File: src/rtl/io_input_port.sv
// -----------------------------------------------------------------------------
// io_input_port
//   Input-side I/O port for the MIPS core. Serves IN instructions by holding
//   the PC stalled until the user presses ENTER. Then it captures the switch
//   bank and releases the stall for exactly one cycle. During that cycle the
//   captured word is presented for register write-back.
//
//   The raw ENTER button and the switches are asynchronous. Each passes
//   through a two-flop synchroniser. The button is then debounced: a level
//   change is accepted only after DEBOUNCE_CYCLES consecutive stable cycles.
//
// Ports
//   clk            in   system clock, all state on rising edge
//   reset          in   synchronous, active-high
//   i_in_req       in   current instruction is IN (level, held while stalled)
//   i_btn_raw      in   raw ENTER push-button, asynchronous, active-high
//   i_sw_raw       in   raw switch bank [DATA_W-1:0], asynchronous
//   o_stall        out  PC hold request (combinational)
//   o_data_valid   out  1-cycle pulse: o_data_out is the IN result
//   o_data_out     out  last captured switch word, zero-extended to 32 bits
//   o_waiting      out  high while waiting for a press ("press ENTER" LED)
//   o_press_count  out  number of accepted captures, modulo 256
// -----------------------------------------------------------------------------
module io_input_port #(
  parameter int DATA_W          = 16,
  parameter int DEBOUNCE_CYCLES = 50000,
  parameter int CNT_W           = 16
) (
  input  logic              clk,
  input  logic              reset,
  input  logic              i_in_req,
  input  logic              i_btn_raw,
  input  logic [DATA_W-1:0] i_sw_raw,
  output logic              o_stall,
  output logic              o_data_valid,
  output logic [31:0]       o_data_out,
  output logic              o_waiting,
  output logic [7:0]        o_press_count
);

  typedef enum logic [1:0] {
    IDLE,
    WAIT_PRESS,
    CAPTURE
  } portState;

  localparam logic [CNT_W-1:0] DB_LAST = CNT_W'(DEBOUNCE_CYCLES - 1);

  logic              r_btnS1;
  logic              r_btnS2;
  logic [DATA_W-1:0] r_swS1;
  logic [DATA_W-1:0] r_swS2;
  logic              r_btnDb;
  logic              r_btnDbQ;
  logic [CNT_W-1:0]  r_dbCnt;
  portState          r_state;
  portState          w_nextState;
  logic              w_press;
  logic              w_capture;
  logic [31:0]       w_swExt;
  logic [31:0]       r_dataOut;
  logic [7:0]        r_pressCount;

  // Two-flop synchronisers for the button and every switch bit.
  always_ff @(posedge clk) begin
    if (reset) begin
      r_btnS1 <= 1'b0;
      r_btnS2 <= 1'b0;
      r_swS1  <= '0;
      r_swS2  <= '0;
    end else begin
      r_btnS1 <= i_btn_raw;
      r_btnS2 <= r_btnS1;
      r_swS1  <= i_sw_raw;
      r_swS2  <= r_swS1;
    end
  end

  // Debounce: count consecutive cycles that disagree with the accepted level.
  // Any agreeing cycle restarts the count, so short glitches are never accepted.
  always_ff @(posedge clk) begin
    if (reset) begin
      r_btnDb  <= 1'b0;
      r_btnDbQ <= 1'b0;
      r_dbCnt  <= '0;
    end else begin
      r_btnDbQ <= r_btnDb;
      if (r_btnS2 == r_btnDb) begin
        r_dbCnt <= '0;
      end else if (r_dbCnt == DB_LAST) begin
        r_btnDb <= r_btnS2;
        r_dbCnt <= '0;
      end else begin
        r_dbCnt <= r_dbCnt + CNT_W'(1);
      end
    end
  end

  // A press is a rising edge of the debounced level; releases make no press.
  assign w_press   = r_btnDb & ~r_btnDbQ;
  assign w_capture = (r_state == WAIT_PRESS) & i_in_req & w_press;

  // State register.
  always_ff @(posedge clk) begin
    if (reset) begin
      r_state <= IDLE;
    end else begin
      r_state <= w_nextState;
    end
  end

  // Next-state logic. A flushed IN (in_req low) has priority over a press.
  // Presses seen in IDLE are dropped rather than queued.
  always_comb begin
    w_nextState = r_state;
    case (r_state)
      IDLE: begin
        if (i_in_req) begin
          w_nextState = WAIT_PRESS;
        end
      end
      WAIT_PRESS: begin
        if (!i_in_req) begin
          w_nextState = IDLE;
        end else if (w_press) begin
          w_nextState = CAPTURE;
        end
      end
      CAPTURE: begin
        w_nextState = IDLE;
      end
      default: begin
        w_nextState = IDLE;
      end
    endcase
  end

  // Outputs. Stall drops during CAPTURE, so the PC advances at the end of
  // the data_valid cycle.
  always_comb begin
    o_stall      = i_in_req & (r_state != CAPTURE);
    o_data_valid = (r_state == CAPTURE);
    o_waiting    = (r_state == WAIT_PRESS);
  end

  // Zero-extend the synchronised switches to the 32-bit data word.
  always_comb begin
    w_swExt               = '0;
    w_swExt[DATA_W-1:0]   = r_swS2;
  end

  // Capture register and press counter; data holds between captures.
  always_ff @(posedge clk) begin
    if (reset) begin
      r_dataOut    <= '0;
      r_pressCount <= '0;
    end else if (w_capture) begin
      r_dataOut    <= w_swExt;
      r_pressCount <= r_pressCount + 8'd1;
    end
  end

  assign o_data_out    = r_dataOut;
  assign o_press_count = r_pressCount;

endmodule
File: config.mk
export PLATFORM = sky130hd
export DESIGN_NAME = io_input_port
export DESIGN_NICKNAME = d
export VERILOG_FILES = /design/src/rtl/io_input_port.sv
export SDC_FILE = /design/constraint.sdc
export NUM_CORES = 1
export LEC_CHECK = 0
export CAP_MARGIN = 20
export CORE_MARGIN = 2
export CORE_UTILIZATION = 53
export DETAILED_ROUTE_END_ITERATION = 8
export HOLD_SLACK_MARGIN = 0.06
export PLACE_DENSITY = 0.83
export SLEW_MARGIN = 20
export SYNTH_ARGS = -nofsm -noshare
export SYNTH_HDL_FRONTEND = slang
export SYNTH_SLANG_ARGS = --single-unit
File: constraint.sdc
create_clock -name clk -period 2.8 [get_ports clk]
set_input_delay 0.42 -clock clk [delete_from_list [all_inputs] [get_ports clk]]
set_output_delay 0.42 -clock clk [all_outputs]
set_load 0.02 [all_outputs]
==> reports/metrics.cfg <==
[run_status]
status = complete, no violations

[timing]
rsz0062_at_grt = no
setup_ws_ns = 0.547
fin_crit_ns = 2.25
hold_viol = 0
drv_slew = 0
tightest_slew_ns = 0.601
setup_viol = 0
fmax_mhz = 444
tns_ns = 0
skew_ns = 0.00879
relSlewSlack_pct = 59.8
post-route-period-util_pct = 80.4

[clock_tree]
holdBufCountCts = 0
clkLatencyLatePin_ns = 0.34
clockRootBuffer = clkbuf_8
clkSinkCount = 78
cts_buffers = 9
tritoncts = built
clk_pin_slew_ns = 0.08
htree_num_levels = 3
clockBufferDepth = 2
post_cts_buffers = 0
ctsResizeCount = 0

[setup_path]
path_class = in2out
endpoint_kind = output port
critPathLaunch = i_in_req
r2r_cells = 5
reg2reg_from = r_dbCnt[0]
path_max_fanout = 10
timing.rr.end = r_dbCnt[9]
cp-endpoint = o_stall
start_kind = input port
reg2reg_slack_ns = 1.02
worstPathRequired_ns = 2.38
arrival_ns = 1.83

[grt]
grt_start_max_net_pins = 47
overflow = 0
track_usage_pct = 16.9
grt_pass1_wl_mm = 7.87
grt_pass1_vias = 1817
antenna_found_initial = 0

[floorplan]
fp.dieW_microns = 77.2
coreArea_sq_um = 5140
fp-row-count = 26
start_util_pct = 55.2
die_area_sq_um = 5950
pin_count = 63
dieHeight_microns = 77.2

[yosys]
syn_area_sq_um = 2840
ys_seq_area_share_pct = 55.1
netlist.area_leader.share_pct = 55.1
yosysTopAreaCell = dfxtp_1
synthTopCellsByArea = dfxtp_1 (55%), nor2b_1 (8.4%), nand2_1 (5.2%)
ys_ff_latch = 78
avgSynthCellArea_sq_um = 9.62
synth_cell_types = 31
yosys_warnings = 0
synthCells = 295

[routing]
ant_nets = 0
vias = 1980
wl_per_cell_microns = 11.2
drt_pass1_iterations = 4
drcViolationCount = 0
vias_per_cell = 4.78
wirelength_mm = 4.65
drt_iter0_drc = 120

[power]
p_sw_share_pct = 21.9
clock_power_share_pct = 39.6
comb_power_share_pct = 4.2
leakage_nw = 1.26
p_per_area_nw_per_um2 = 587
ir_drop_mv = 0.355
p_switching_w = 0.000443
pwr-share-seq_pct = 56.2
p_int_w = 0.00158

[cells_and_area]
multi_input_area_sq_um = 1130
post-route-util_pct = 67.1
drive_above_1_share_pct = 5.81
final_nets = 361
fill_cells = 432
syn2layout_area_growth_pct = 21.5
diodes = 0
register_area_sq_um = 1560
fin_area_sq_um = 3450

[placed_design]
hpwl_mm = 3.14
dpl_worst_slack_ns = 0.555
placed_area_sq_um = 3260
gp_congestion = 0.868
portBuffers = 46

[worst_hold_path]
hold_path.class = reg2reg

[job]
maxCapViolations = 0

area by class of cell:
| class | count | share of cell area, % |
|---|---|---|
| clock buffer | 10 | 3.70 |
| clock inverter | 6 | 1.81 |
| inverter | 3 | 0.327 |
| multi-input combinational | 200 | 32.9 |
| sequential | 78 | 45.3 |
| tap | 70 | 2.54 |
| timing repair buffer | 47 | 13.4 |
metal layers:
| metal | share of wire (%) | global-route usage, % | vias to the layer above | routed length [microns] |
|---|---|---|---|---|
| li1 | - | - | 1015 | - |
| met1 | 46 | 20.2 | 895 | 2120 |
| met2 | 47 | 26.5 | 64 | 2180 |
| met3 | 5.9 | 5.41 | 6 | 276 |
| met4 | 1.6 | 9.82 | 0 | 74 |
| met5 | 0 | 0 | - | 0 |
how the worst min path moves through the flow:
stage               slack, ns  cells past startpoint             to  startpoint
finish                   0.44                      2  o_data_out[4]   r_swS2[4]
CTS                      0.44                      2  o_data_out[4]   r_swS2[4]
global route             0.45                      1      r_swS2[0]   r_swS1[0]
detailed placement       0.42                      1      r_swS2[9]   r_swS1[9]
global placement         0.42                      1     r_swS2[15]  r_swS1[15]
floorplan                0.41                      1        r_btnS2     r_btnS1
cells by family (layout without fill, tap and decap cells):
group | after synthesis | in the layout | share of synthesized area (%)
AND/OR/NAND/NOR | 142 | 142 | 26.6
flip-flops | 78 | 78 | 55.1
other | 1 | 16 | 0.132
multiplexers | 2 | 2 | 0.882
XOR/XNOR | 21 | 21 | 6.48
buffers and inverters | 32 | 66 | 6.97
adder cells (fa/ha/maj) | 2 | 2 | 0.882
AO/OA/AOI/OAI | 17 | 17 | 3.00
power by group through the flow:
stage / Combinational [W] / Clock (W) / Sequential [W]
2_1_floorplan: 0.0000705 / 0 / 0.00116
3_3_place_gp: 0.0000839 / 0 / 0.00116
6_report: 0.0000850 / 0.000800 / 0.00114
3_5_place_dp: 0.0000852 / 0 / 0.00116
5_1_grt: 0.0000930 / 0.000860 / 0.00114
4_1_cts: 0.0000853 / 0.000811 / 0.00114
flip-flops by register name, indices dropped and copies added (netlist names):
register	flops
r_btnS2	1
r_btnDbQ	1
r_dbCnt	16
r_swS2	16
o_data_out	16
r_swS1	16
o_press_count	8
r_btnS1	1
r_btnDb	1
r_state	2
cells in the mapped netlist:
| library cell | n |
|---|---|
| buf_6 | 1 |
| xor2_1 | 11 |
| buf_2 | 2 |
| and4bb_1 | 1 |
| clkbuf_1 | 8 |
| a21oi_1 | 17 |
| or3_1 | 2 |
| and4b_1 | 1 |
| xnor2_1 | 10 |
| nand4_1 | 11 |
| nor3_1 | 2 |
| mux2i_1 | 1 |
| nand4_2 | 1 |
| and2_1 | 2 |
| conb_1 | 1 |
| dfxtp_1 | 78 |
| nor3b_1 | 1 |
| ha_1 | 2 |
| and3b_1 | 1 |
| nor4_1 | 4 |
| mux2_4 | 1 |
| buf_4 | 18 |
| and2_4 | 1 |
| inv_1 | 3 |
| and4_1 | 2 |
| nor4b_1 | 3 |
| nand2_1 | 39 |
| nor2_1 | 25 |
| nor2b_1 | 38 |
| and3_1 | 3 |
| nand3_1 | 5 |
worst max-delay path, cell delays in order:
cell and delay, ns:
clkdlybuf4s50_1 0.64, nor2b_1 0.17, clkdlybuf4s50_1 0.61
cell usage in the layout (no fill, tap or decap), types with 4 or more instances in the layout:
cell type        instances
nand4_1                 11
conb_1                  16
nor2b_1                 38
xnor2_1                 10
xor2_1                  11
clkdlybuf4s50_1         45
nor4_1                   4
dfxtp_1                 78
nand2_1                 39
a21oi_1                 17
nor2_1                  25
clkbuf_8                 9
nand3_1                  5
metrics by stage:
step,hold slack (ns),total power [W],instances
detailed placement,0.423,0.00125,398
floorplan,0.414,0.00123,310
finish,0.438,0.00202,414
global placement,0.417,0.00125,398
global route,0.448,0.00209,414
CTS,0.437,0.00203,414
(Power assumes the default switching activity.)
